File: src/rtl/mem_access_pkg.sv
// Shared types and constants for the MEM-stage memory access controller.
package mem_access_pkg;

    localparam int unsigned WORD_W = 32;

    typedef enum logic [1:0] {
        StIdle = 2'b00,
        StBusy = 2'b01,
        StDone = 2'b10
    } state_e;

    localparam logic [1:0] ERR_NONE     = 2'b00;
    localparam logic [1:0] ERR_MISALIGN = 2'b01;
    localparam logic [1:0] ERR_TIMEOUT  = 2'b10;
    localparam logic [1:0] ERR_RW       = 2'b11;

    // Classify a requested access; ERR_NONE means legal (or no access at all).
    // A simultaneous read+write is reported ahead of misalignment.
    function automatic logic [1:0] classify_access(input logic       rd,
                                                   input logic       wr,
                                                   input logic [1:0] addr_lo);
        logic [1:0] cause;
        cause = ERR_NONE;
        if (rd && wr) begin
            cause = ERR_RW;
        end else if ((rd || wr) && (addr_lo != 2'b00)) begin
            cause = ERR_MISALIGN;
        end
        return cause;
    endfunction

endpackage

File: src/rtl/mem_wait_timer.sv
// 8-bit wait counter for the BUSY state; expired_o flags the last allowed cycle.
module mem_wait_timer #(
    parameter int unsigned TIMEOUT = 255
) (
    input  logic clk,
    input  logic rst_n,
    input  logic clr_i,
    input  logic en_i,
    output logic expired_o
);

    localparam logic [7:0] LastCount = 8'(TIMEOUT - 1);

    logic [7:0] count_q, count_d;

    // Clear wins over enable so a fresh access always starts from zero.
    always_comb begin
        count_d = count_q;
        if (clr_i) begin
            count_d = 8'd0;
        end else if (en_i) begin
            count_d = count_q + 8'd1;
        end
    end

    // Counter register.
    always_ff @(posedge clk or negedge rst_n) begin
        if (!rst_n) begin
            count_q <= 8'd0;
        end else begin
            count_q <= count_d;
        end
    end

    assign expired_o = (count_q == LastCount);

endmodule

File: src/rtl/mem_access_unit.sv
// MEM-stage memory access controller: issues req/ack bus transactions for
// loads/stores, stalls the upstream pipeline while one is outstanding, and
// flags misaligned, conflicting or timed-out accesses.
module mem_access_unit
    import mem_access_pkg::*;
#(
    parameter int unsigned TIMEOUT = 255
) (
    input  logic              clk,
    input  logic              rst_n,
    input  logic [WORD_W-1:0] ALU_result_MEM,
    input  logic [WORD_W-1:0] Read_Data_2_MEM,
    input  logic              MemRead_MEM,
    input  logic              MemWrite_MEM,
    input  logic              Branch_MEM,
    input  logic              Zero_MEM,
    input  logic              Jump_MEM,
    output logic              mem_req,
    output logic              mem_we,
    output logic [WORD_W-1:0] mem_addr,
    output logic [WORD_W-1:0] mem_wdata,
    input  logic              mem_ack,
    input  logic [WORD_W-1:0] mem_rdata,
    output logic              stall,
    output logic              wb_valid,
    output logic [WORD_W-1:0] Read_data_MEM,
    output logic              pc_redirect,
    output logic              mem_error,
    output logic [1:0]        err_cause
);

    state_e            state_q;
    logic              mem_req_q;
    logic              mem_we_q;
    logic [WORD_W-1:0] mem_addr_q;
    logic [WORD_W-1:0] mem_wdata_q;
    logic [WORD_W-1:0] rdata_q;
    logic              mem_error_q;
    logic [1:0]        err_cause_q;

    logic       access;
    logic [1:0] acc_cause;
    logic       legal_access;
    logic       illegal_access;
    logic       timer_clr;
    logic       timer_en;
    logic       timer_expired;

    // Decode the EX/MEM request presented this cycle.
    always_comb begin
        access         = MemRead_MEM | MemWrite_MEM;
        acc_cause      = classify_access(MemRead_MEM, MemWrite_MEM, ALU_result_MEM[1:0]);
        legal_access   = access && (acc_cause == ERR_NONE);
        illegal_access = (acc_cause != ERR_NONE);
    end

    // Counter runs only while waiting for ack; it restarts from zero otherwise.
    always_comb begin
        timer_clr = (state_q != StBusy);
        timer_en  = (state_q == StBusy) && !mem_ack;
    end

    mem_wait_timer #(
        .TIMEOUT (TIMEOUT)
    ) u_wait_timer (
        .clk       (clk),
        .rst_n     (rst_n),
        .clr_i     (timer_clr),
        .en_i      (timer_en),
        .expired_o (timer_expired)
    );

    // Controller FSM with registered bus and result outputs.
    always_ff @(posedge clk or negedge rst_n) begin
        if (!rst_n) begin
            state_q     <= StIdle;
            mem_req_q   <= 1'b0;
            mem_we_q    <= 1'b0;
            mem_addr_q  <= '0;
            mem_wdata_q <= '0;
            rdata_q     <= '0;
            mem_error_q <= 1'b0;
            err_cause_q <= ERR_NONE;
        end else begin
            unique case (state_q)
                StIdle: begin
                    if (legal_access) begin
                        mem_req_q   <= 1'b1;
                        mem_we_q    <= MemWrite_MEM;
                        mem_addr_q  <= ALU_result_MEM;
                        mem_wdata_q <= Read_Data_2_MEM;
                        state_q     <= StBusy;
                    end else if (illegal_access) begin
                        // Illegal accesses never reach the bus; only the first cause sticks.
                        rdata_q     <= '0;
                        mem_error_q <= 1'b1;
                        if (!mem_error_q) begin
                            err_cause_q <= acc_cause;
                        end
                    end
                end
                StBusy: begin
                    if (mem_ack) begin
                        mem_req_q <= 1'b0;
                        if (!mem_we_q) begin
                            rdata_q <= mem_rdata;
                        end
                        state_q <= StDone;
                    end else if (timer_expired) begin
                        mem_req_q   <= 1'b0;
                        rdata_q     <= '0;
                        mem_error_q <= 1'b1;
                        if (!mem_error_q) begin
                            err_cause_q <= ERR_TIMEOUT;
                        end
                        state_q <= StDone;
                    end
                end
                StDone: begin
                    // EX/MEM advances on this edge, so the completed access is not re-issued.
                    state_q <= StIdle;
                end
                default: begin
                    state_q <= StIdle;
                end
            endcase
        end
    end

    // Stall is gated by reset so an abandoned transaction releases the pipeline at once.
    always_comb begin
        stall       = rst_n && (((state_q == StIdle) && legal_access) || (state_q == StBusy));
        wb_valid    = !stall;
        pc_redirect = (Branch_MEM & Zero_MEM) | Jump_MEM;
    end

    assign mem_req       = mem_req_q;
    assign mem_we        = mem_we_q;
    assign mem_addr      = mem_addr_q;
    assign mem_wdata     = mem_wdata_q;
    assign Read_data_MEM = rdata_q;
    assign mem_error     = mem_error_q;
    assign err_cause     = err_cause_q;

endmodule

File: config.mk
export PLATFORM = sky130hd
export DESIGN_NAME = mem_access_unit
export DESIGN_NICKNAME = d
export VERILOG_FILES = /design/src/rtl/mem_access_pkg.sv /design/src/rtl/mem_wait_timer.sv /design/src/rtl/mem_access_unit.sv
export SDC_FILE = /design/constraint.sdc
export NUM_CORES = 1
export LEC_CHECK = 0
export ABC_AREA = 1
export CAP_MARGIN = 20
export CORE_ASPECT_RATIO = 0.8
export CORE_MARGIN = 2
export CORE_UTILIZATION = 42
export DETAILED_ROUTE_END_ITERATION = 12
export PLACE_DENSITY = 0.81
export SYNTH_ARGS = -nofsm -noshare
export SYNTH_HDL_FRONTEND = slang
export SYNTH_SLANG_ARGS = --single-unit
File: constraint.sdc
create_clock -name clk -period 1.6 [get_ports clk]
set_input_delay 0.24 -clock clk [delete_from_list [all_inputs] [get_ports clk]]
set_output_delay 0.24 -clock clk [all_outputs]
set_load 0.02 [all_outputs]
Word-level counts from Yosys, hierarchy flattened --
Cells that the tools add are included.
Storage, ports and cells: logic and storage cells 77, memories 0, memory bits (writable) 0, input bits 104, output and inout bits 104, latch bits 0, bits in registers 111, memory bits (read-only) 0
Operators by class: multiply operators 0, shift operators 0, add/sub/neg operators 1, order comparisons 0, bitwise logic cells 3, equal/unequal tests 12, divide/modulo/power cells 0, mux-type cells 30, reduce and logical (&&, ||, !) cells 22
Operators with widths (number):
- 32-bit 2-to-1 mux | 5
- 32-bit one-hot mux with 2 select lines | 1
- 2-bit 2-to-1 mux | 10
- 8-bit 2-to-1 mux | 2
- 2-bit inequality test, second input constant | 7
- 5-bit AND reduction | 2
- 8-bit by 1-bit adder with 8-bit output, second input constant | 1
- 8-bit == test, second input constant | 1
- 1-bit 2-to-1 mux | 8
- 2-bit one-hot mux with 2 select lines | 2
- 2-bit nonzero test | 4
- 7-bit AND reduction | 1
- 1-bit logical AND | 6
- 3-bit inequality test, second input constant | 2
- 2-bit zero test | 2
- 1-bit one-hot mux with 2 select lines | 2
- 2-bit AND reduction | 2
- 3-bit AND reduction | 1
- 2-bit by 1-bit == test with 1-bit output, second input constant | 1
- 1-bit zero test | 2
- 1-bit logical OR | 2
- 2-bit by 1-bit inequality test with 1-bit output, second input constant | 1
- 1-bit OR | 2
- 1-bit bitwise AND | 1

Depth between registers and ports, before layout --
Gate-level depths: netlist of the first run.
depth in word-level cells 10, gate-level depth with buffers 10, depth with buffers taken out 10

Hierarchy --
Synthesis of the first run repeated with hierarchy kept, for this count alone.
Unflattened totals: cells, all modules 591, area, all modules 4803.4 µm²
By module, submodules not included:
- mem_access_unit | area each 4336.7 µm², sequential area each 2577.5 µm², cells each 532, instances 1
- mem_wait_timer | area each 466.7 µm², sequential area each 200.2 µm², cells each 59, instances 1

Worst setup path before layout of the first run --
OpenSTA, ideal clock, no wires.
path kind reg-to-output, start reg state_q[0], end out stall, required time 1.360 ns, path buffers 1, stages on the path, launching flop included 7, arrival 1.295 ns, setup slack 0.065 ns, path through dfrtp_1 -> nor2_1 -> nand3_2 -> buf_2 -> nand2_1 -> nand2_1 -> inv_1
On the way: word-level cells in the longest chain between the ends 4, elaborated cells on any way between the ends 5, those cells by class 1 x eq/ne; 4 x reduce/logical
Ends and longest elaborated chain:
- start: declaration | line mem_access_unit.sv:32 | state_e state_q;
- start signal: assignment | line mem_access_unit.sv:76 | state_q <= StIdle;
- start signal: assignment | line mem_access_unit.sv:92 | state_q <= StBusy;
- start signal: assignment | line mem_access_unit.sv:108 | state_q <= StDone;
- 2-bit zero test | line mem_access_unit.sv:132 | stall = rst_n && (((state_q == StIdle) && legal_access) || (state_q == StBusy));
- 1-bit logical AND | line mem_access_unit.sv:132
- 1-bit logical OR * | line mem_access_unit.sv:132
- 1-bit logical AND * | line mem_access_unit.sv:132
- end: declaration | line mem_access_unit.sv:24 | output logic stall,
Mark *: on every way between the ends. The rest lies on a longest branch, timed or not.

Worst setup path after layout of the first run --
Ends and elaborated chain as after synthesis.

==> results of run 1 <==
[per-stage QoR]
stage	power, mW	std cells	area [um2]	utilization	setup TNS, ps
2_1_floorplan	5.93	520	4580	-	0
3_3_place_gp	8.01	871	6890	0.640	-39020
3_5_place_dp	8.12	871	6890	0.640	-43880
4_1_cts	10.5	887	7240	0.673	0
5_1_grt	11.2	893	7440	0.691	-199
6_report	10.6	893	7440	0.691	0
[power breakdown]
group | leakage (nW) | internal, mW | switching (mW)
Sequential | 1.43 | 3.51 | 0.418
Clock | 0.149 | 1.41 | 0.970
Combinational | 2.31 | 2.06 | 2.25
Total | 3.89 | 6.98 | 3.64
[layout by cell type (no fill, tap or decap), types with 8 or more instances in the layout]
cell,n
nand2_1,282
clkdlybuf4s50_1,170
dfrtp_1,111
dlymetal6s2s_1,28
o21ai_1,22
buf_4,19
inv_1,16
nor2_1,12
clkbuf_16,12
o21ai_2,10
o21ai_0,8
[worst max-delay path: cells and delay by family (launching register included)]
family	cells	cell delay, ps
simple gates	4	430
buf+inv	2	150
flops	1	420
[registers in the layout, summed over array words and instances (netlist names)]
name and count:
mem_wdata 32, u_wait_timer.count_q 8, mem_req 1, mem_addr 32, err_cause 2, Read_data_MEM 32
state_q 2, mem_we 1, mem_error 1
[path summary, 6_finish.rpt]
| kind | start | end | slack [ps] |
|---|---|---|---|
| worst min-delay path | rst_n | mem_addr[27] | -3 |
| min in group clk | MemWrite_MEM | mem_we | 280 |
| worst max-delay path | state_q[0] | stall | 5 |
| max in group asynchronous | rst_n | Read_data_MEM[15] | 1180 |
| worst min register to register | Read_data_MEM[30] | Read_data_MEM[30] | 480 |
| worst max register to register | u_wait_timer.count_q[0] | Read_data_MEM[2] | 70 |
[per-layer routing]
layer,GRT usage,vias to the layer above,part of all wire
met5,0,-,0
met2,0.379,178,0.49
met4,0.0501,0,0.013
met1,0.280,2027,0.42
met3,0.0728,16,0.080
li1,-,2049,-
[repair_timing]
item	CTS	global route
cloned	0	4
hold endpoints to repair	0	0
resized for setup	28	34
setup buffers	1	2
endpoints found under the setup margin	71	75
hold buffers	0	0
pin swaps	5	2
[Yosys cell counts, drive strengths merged]
| library cell | n |
|---|---|
| nand2 | 287 |
| a21oi | 6 |
| nor2 | 14 |
| clkbuf | 2 |
| a21o | 1 |
| a211oi | 1 |
| dfrtp | 111 |
| o21ai | 40 |
| nor3 | 1 |
| or2 | 1 |
| buf | 22 |
| ha | 2 |
| nand3 | 6 |
| nand4 | 2 |
| inv | 20 |
| and3 | 1 |
| o21bai | 3 |
[layout make-up]
class,count,share of cell area
sequential,111,0.373
timing repair buffer,238,0.337
multi-input combinational,365,0.213
clock buffer,12,0.0331
tap,144,0.0242
inverter,20,0.0101
clock inverter,3,0.00908
[logic make-up after synthesis]
kind of cell / share of synthesized area
flip-flops: 0.606
AO/OA/AOI/OAI: 0.0666
buffers and inverters: 0.0576
adder cells (fa/ha/maj): 0.00546
AND/OR/NAND/NOR: 0.264
==> run_results.csv, run 1 <==
group,metric,value,unit
sta,setup_viol,0,
clock_network,cts_root_buffer,"clkbuf_16",
final_layout,multi_input_area,1590,um2
pwr,p_leak,3.89,nW
sta,rsz0062_at_grt,"yes",
worst_setup_path,crit_arrival,1360,ps
run_status,status,"finished with violations",
sta,fin_hold_ws,-2.87,ps
sta,max_freq,627,MHz
routing,via_per_inst,4.78,
routing,drtPass1Iterations,4,
global_route,antenna_found_initial,0,
routing,num_vias,4270,
logic_synthesis,synth.largest_area_cell,"dfrtp_1",
final_layout,drive_gt1_frac,0.0948,
pwr,ir_worst_vdd,867,uV
worst_setup_path,critPathKind,"reg -> out",
routing,wl_per_cell,14.6,um
global_route,grt_pass1_vias,4257,
global_route,grt_use_total,0.224,
logic_synthesis,yosys_register_bits,111,
sta,timing.final.ws_setup,4.95,ps
floorplanning,fp.dieH,97.4,um
sta,timing.slew.headroom,0.619,
worst_setup_path,required,1360,ps
clock_network,insertion_delay,340,ps
job,maxCapViolations,0,
logic_synthesis,netlist_instances,520,
final_layout,fill_cells,812,
routing,drc,0,
place,place_hpwl,9150,um
logic_synthesis,synth.distinct_cells,26,
worst_setup_path,end_kind,"primary output",
pwr,power_density,1430,nW/um2
final_layout,nNetsFinal,851,
logic_synthesis,ys_seq_area_frac,0.606,
global_route,grt_pass1_wl,20800,um
worst_setup_path,reg2reg_depth,10,
routing,ant_nets,0,
worst_setup_path,crit_chain,"nor2_4, nand3_4, nand2_2, nand2_2, inv_2, buf_6",
clock_network,cts_buffers,9,
final_layout,area_growth,62.2,%
clock_network,numClockSinks,111,
sta,min_period_over_period,0.997,
sta,slew_viol_final,0,
logic_synthesis,ys_warn_count,0,
clock_network,cts_tree,"yes",
routing,drt-initial-drc-count,270,
floorplanning,dieArea,11800,um2
sta,tightest_slew,571,ps
floorplanning,io-pin-count,208,
global_route,overflow,0,
floorplanning,die_w,121,um
place,io_buffers,207,
logic_synthesis,synth_area_leaders,"dfrtp_1 (61%), nand2_1 (23%), buf_6 (2.7%), o21ai_1 (2.4%), o21ai_2 (1.9%)",
final_layout,diodes,0,
clock_network,clockBufferDepth,2,
worst_setup_path,path_max_fanout,3,
floorplanning,initial_utilization,0.426,
logic_synthesis,synth_top_area_share,0.606,
worst_setup_path,cp-start-kind,"register",
clock_network,htree_num_levels,3,
sta,fin_crit,1600,ps
routing,wl,13000,um
run_status,violations,"hold timing",
worst_setup_path,cp_common_cell,"nand2_2",
worst_setup_path,slowest_stage,"dfrtp_1",
sta,hold_violations,7,
global_route,grt_start_max_net_pins,112,
min_path,min_path_type,"in -> async",
final_layout,seq_area,2780,um2
place,gp_congestion,0.833,
floorplanning,row_count,34,
floorplanning,core,10800,um2
sta,finClkSkew,6.25,ps
logic_synthesis,synth_fp_nets,626,
logic_synthesis,syn_avg_cell_area,8.82,um2
logic_synthesis,synth_area,4580,um2
worst_setup_path,slowest_delay,420,ps
place,pre_cts_slack,-591,ps
clock_network,path_clk_slew,70,ps
(Power assumes the default switching activity.)
==> run 2: changes to the inputs <==
--- a/config.mk
+++ b/config.mk
@@ -12,6 +12,8 @@
 export CORE_UTILIZATION = 42
 export DETAILED_ROUTE_END_ITERATION = 12
 export PLACE_DENSITY = 0.81
+export SETUP_SLACK_MARGIN = 0.4
 export SYNTH_ARGS = -nofsm -noshare
 export SYNTH_HDL_FRONTEND = slang
 export SYNTH_SLANG_ARGS = --single-unit
+export TNS_END_PERCENT = 20
==> run_results.csv, run 2 (synthesized netlist as in run 1, its figures left out) <==
group,metric,value,unit
run_status,status,"finished with violations",
run_status,violations,"setup timing",
global_route,grt_pass1_vias,4312,
final_layout,final_common_cell,"nand2_1",
routing,wl,16000,um
sta,min_period_over_period,1.01,
worst_setup_path,path_max_fanout,8,
sta,finClkSkew,6.89,ps
pwr,ir_worst_vdd,761,uV
pwr,finalPower,10.8,mW
sta,timing.slew.headroom,0.607,
global_route,grt_use_total,0.240,
floorplanning,row_count,34,
global_route,grt_start_max_net_pins,112,
final_layout,fin_cells,912,
sta,slew_viol_final,0,
pwr,p_leak,4.12,nW
sta,setup_viol,1,
routing,drtPass1Iterations,4,
final_layout,diodes,0,
final_layout,drive_gt1_frac,0.411,
sta,rsz0062_at_grt,"yes",
sta,hold_violations,0,
place,place_hpwl,8790,um
sta,max_freq,618,MHz
floorplanning,fp.dieH,97.4,um
floorplanning,dieArea,11800,um2
clock_network,cts_buffers,9,
final_layout,nNetsFinal,870,
routing,highest_layer,"met4",
routing,drc,0,
clock_network,path_clk_slew,70,ps
floorplanning,io-pin-count,208,
global_route,grt_pass1_wl,22000,um
sta,timing.final.ws_setup,-18.1,ps
clock_network,cts_tree,"yes",
clock_network,htree_num_levels,3,
floorplanning,initial_utilization,0.426,
routing,met2WireLength,8140,um
job,maxCapViolations,0,
pwr,power_density,1360,nW/um2
routing,via_per_inst,4.98,
sta,tightest_slew,589,ps
min_path,min_path_type,"in -> async",
routing,ant_nets,0,
worst_setup_path,cp-start-kind,"register",
clock_network,cts_hold_buf,0,
routing,route.layer.met1.wl,6330,um
place,placed_cells,867,
global_route,overflow,0,
global_route,antenna_found_initial,0,
worst_setup_path,r2r_slack,-20,ps
clock_network,numClockSinks,111,
worst_setup_path,critPathKind,"reg -> reg",
worst_setup_path,end_kind,"register",
clock_network,insertion_delay,340,ps
routing,wl_per_cell,17.6,um
floorplanning,die_w,121,um
sta,fin_crit,1620,ps
final_layout,layout_common_cells,"nand2_1 (173), dfrtp_1 (108), clkdlybuf4s50_1 (96)",
place,gp_congestion,0.783,
clock_network,clockBufferDepth,2,
worst_setup_path,crit_arrival,1830,ps
final_layout,fin_area,7990,um2
final_layout,fill_cells,748,
routing,wl_met3,1260,um
final_layout,area_growth,74.2,%
floorplanning,core,10800,um2
clock_network,cts_root_buffer,"clkbuf_16",
worst_setup_path,required,1820,ps
place,post_dp_cell_area,6860,um2
sta,fin_tns_setup,-18.1,ps
routing,num_vias,4539,
routing,drt-initial-drc-count,313,
sta,fin_hold_ws,7.27,ps
place,io_buffers,207,
run 2: changes by cell type in the layout (fill, tap and decap cells not counted), sizes merged:
| cell | before | now |
|---|---|---|
| clkbuf | 15 | 110 |
| clkdlybuf4s50 | 170 | 96 |
| dlymetal6s2s | 28 | 7 |
| buf | 31 | 49 |
| clkinv | 0 | 4 |
| dlygate4sd2 | 6 | 3 |
| bufinv | 2 | 0 |
| clkinvlp | 1 | 3 |
| bufbuf | 0 | 1 |
| inv | 20 | 19 |
run 2: routing by layer:
metal,GRT usage,vias up
li1,-,2090
met1,0.303,2205
met2,0.395,213
met3,0.0751,31
met4,0.0707,0
met5,0,-
run 2: stage by stage:
| stage | setup slack, ps | utilization |
|---|---|---|
| 6_report | -18.1 | 0.742 |
| 4_1_cts | 1.60 | 0.698 |
| 3_3_place_gp | -513 | 0.637 |
| 3_5_place_dp | -569 | 0.637 |
| 2_1_floorplan | 243 | - |
| 5_1_grt | -89.0 | 0.742 |
run 2: worst paths after layout:
kind / startpoint / to / depth (start not counted)
hold / removal: rst_n / mem_addr[23] / 2
min in group clk: MemWrite_MEM / mem_we / 3
setup / recovery: u_wait_timer.count_q[0] / Read_data_MEM[5] / 10
max in group asynchronous: rst_n / u_wait_timer.count_q[3] / 2
setup reg to reg: u_wait_timer.count_q[0] / Read_data_MEM[5] / 10
hold reg to reg: mem_wdata[18] / mem_wdata[18] / 2
run 2: power by group:
| part | internal (mW) | switching, mW |
|---|---|---|
| logic | 1.96 | 2.70 |
| registers | 3.51 | 0.567 |
| clock network | 1.06 | 1.03 |
run 2: what timing repair did:
item / in CTS / in global routing
resized for setup: 48 / 414
setup endpoints to repair: 210 / 212
pin swaps: 5 / 71
cloned: 8 / 8
buffers inserted: 6 / 8
run 2: worst max-delay path: stages, from the launching register on:
cell and delay [ps]:
dfrtp_1 400, inv_2 80, ha_4 120, nand2_2 50, nor2_2 110, nand2_2 110, nand3_4 140, nand2_8 120
clkbuf_16 190, nand2_1 60, o21ai_1 90
run 2: cell type report:
type	instances	area [um2]	area share
multi-input combinational	365	2170	0.272
inverter	20	101	0.0127
timing repair buffer	257	2480	0.310
tap	144	180	0.0226
sequential	111	2780	0.348
clock inverter	6	48.8	0.00611
clock buffer	9	225	0.0282
==> patch (config.mk and constraints of run 2) <==
Change the package constant `WORD_W` from 32 to 16.
--- a/src/rtl/mem_access_pkg.sv
+++ b/src/rtl/mem_access_pkg.sv
@@ -3,3 +3,3 @@
 
-    localparam int unsigned WORD_W = 32;
+    localparam int unsigned WORD_W = 16;
 
Interface: changed (6 resized); port bits go from 208 to 112. No check against the original RTL was run, so the function may have changed too.
==> patch against run 2 <==
Design area decreased by 45%. Power fell by 46%. Largest power group unchanged. Sequential cell count is 48 lower. Area after synthesis is 38% lower. Wire length decreased by 51%. Setup slack improved by 0.056 ns. Critical path type unchanged. Synthesized cell count is 40% lower.
==> patch: results (changes against run 2) <==
Logic synthesis
  – Adder-cell share of the synthesized area: 0.00886 (+0.00340)
  – Asr flop ratio synth: 1.00 (unchanged)
  – Synth Area in XOR/XNOR: 0 (unchanged)
  – Mux cell area share after synthesis: 0 (unchanged)
  – Synth Area in Compound Gates: 0.0855 (+0.0189)
  – Main flop type after synthesis: dfrtp_1
  – Library cells used by synthesis: 30 (+15%)
  – Synth Area per Inst: 9.08 µm² (+3.0%)
  – Yosys warning total: 0 (unchanged)
  – Post-Syn Nets: 369 (-41%)
  – Post-synth EDFFs: 0 (unchanged)
  – Register area share after synthesis: 0.558 (-0.0476)
  – Synth cell count leaders: 124 x nand2_1, 63 x dfrtp_1, 20 x nand3_1
  – Ranking of synthesized cells by area: dfrtp_1 56%, nand2_1 16%, o21ai_2 5.0%, nand3_1 3.5%, nand2_2 3.3%

Drt
  – DRT iter0 DRCs: 102 (-67%)
  – Wire per inst: 14.5 µm (-17%)
  – Vias per cell: 4.86 (-2.4%)
  – Drt pass-1 iters: 4 (unchanged)

Clocking
  – Root Buffer: clkbuf_8
  – Clock tree buffer depth: 2 (unchanged)
  – Clk_lat worst skew: 0.33 ns
  – Clock buffer count from CTS: 9 (unchanged)
  – Clk slew on worst S/H paths: 0.07 ns (about the same)
  – H-tree Lvls: 3 (unchanged)

Worst setup path
  – WP data arrival: 1.78 ns (-0.05 ns)
  – Largest fanout on the critical path: 7 (-1)

GRT
  – Total GRT Usage: 0.213 (-0.0267)
  – Initial antenna violation count: 0 (unchanged)
  – First-pass GRT wire length: 12,000 µm (-46%)
  – Pin count of the biggest net entering global routing: 64 (-43%)
  – Vias in the first global route: 2,471 (-43%)

Final layout
  – Ant. Diodes: 0 (unchanged)
  – Final std cells w/o fill: 537 (-41%)
  – Fillers: 512 (-32%)
  – Layout Nets: 506 (-42%)
  – Layout cells sized above 1: 0.358 (-0.0538)

Pwr
  – Peak supply drop: 0.000747 V (-1.9%)
  – Leakage: 2.34 nW (-43%)

Min path
  – HP Class: primary input to asynchronous set/reset pin

STA
  – Rel. slew slack: 0.483 (-0.124)
  – Clock skew: 0.00533 ns (-0.00156 ns)

Place
  – PortBufs: 111 (-46%)
  – RePlAce Congestion: 0.768 (-1.9%)
  – Dpl hpwl: 5060 µm (-42%)

Run status
  – Run status: complete, no violations
patch: path summary, 6_finish.rpt:
kind	from	end	slack, ns	cells after the start
worst max-delay path	state_q[1]	Read_data_MEM[2]	0.04	8
worst min-delay path	rst_n	mem_addr[7]	0.14	2
worst max register to register	state_q[1]	Read_data_MEM[2]	0.04	8
worst min register to register	mem_addr[12]	mem_addr[12]	0.48	2
max in group asynchronous	rst_n	state_q[1]	0.91	2
min in group clk	MemWrite_MEM	mem_we	0.32	3
patch: critical path, stage by stage, from the launching register on:
cell and delay [ns]:
dfrtp_2 0.47, buf_4 0.16, inv_2 0.05, o21ai_0 0.09, a21oi_2 0.26, nand2_8 0.13, buf_12 0.18, nand2_4 0.06
o21ai_4 0.05
patch: cell families after synthesis:
logic type | after synthesis
adder cells (fa/ha/maj) | 2
flip-flops | 63
buffers and inverters | 30
AO/OA/AOI/OAI | 33
AND/OR/NAND/NOR | 183
patch: stage by stage:
stage               utilization  area [µm²]  worst slack [ns]  hold slack (ns)
global route              0.687        4430           -0.0312            0.187
finish                    0.687        4430            0.0382            0.143
global placement          0.637        4110            -0.511            0.461
CTS                       0.666        4290            0.0356            0.133
detailed placement        0.637        4110            -0.560            0.467
floorplan                     -        2840             0.263          -0.0556
patch: cell type report:
class	count	area, µm²	share of cell area
sequential	63	1580	0.357
multi-input combinational	218	1240	0.280
timing repair buffer	139	1270	0.287
inverter	17	71.3	0.0161
tap	84	105	0.0237
clock buffer	12	135	0.0305
clock inverter	4	22.5	0.00509
patch: what timing repair did:
item / 4_1_cts / 5_1_grt
endpoints found under the setup margin: 116 / 100
gates cloned: 3 / 3
setup buffers: 2 / 2
resized for setup: 110 / 132
pin swaps: 1 / 14
patch: report_power, final:
group / leakage (nW) / internal (W) / switching (W)
combinational: 1.44 / 0.00102 / 0.00140
clock: 0.0801 / 0.000555 / 0.000595
sequential: 0.812 / 0.00197 / 0.000264
total: 2.34 / 0.00355 / 0.00226
patch: metal layers:
metal,vias up,track usage,part of all wire
li1,1261,-,-
met1,1243,0.264,0.40
met2,97,0.344,0.51
met3,8,0.0932,0.080
met4,0,0.0471,0.010
met5,-,0,0
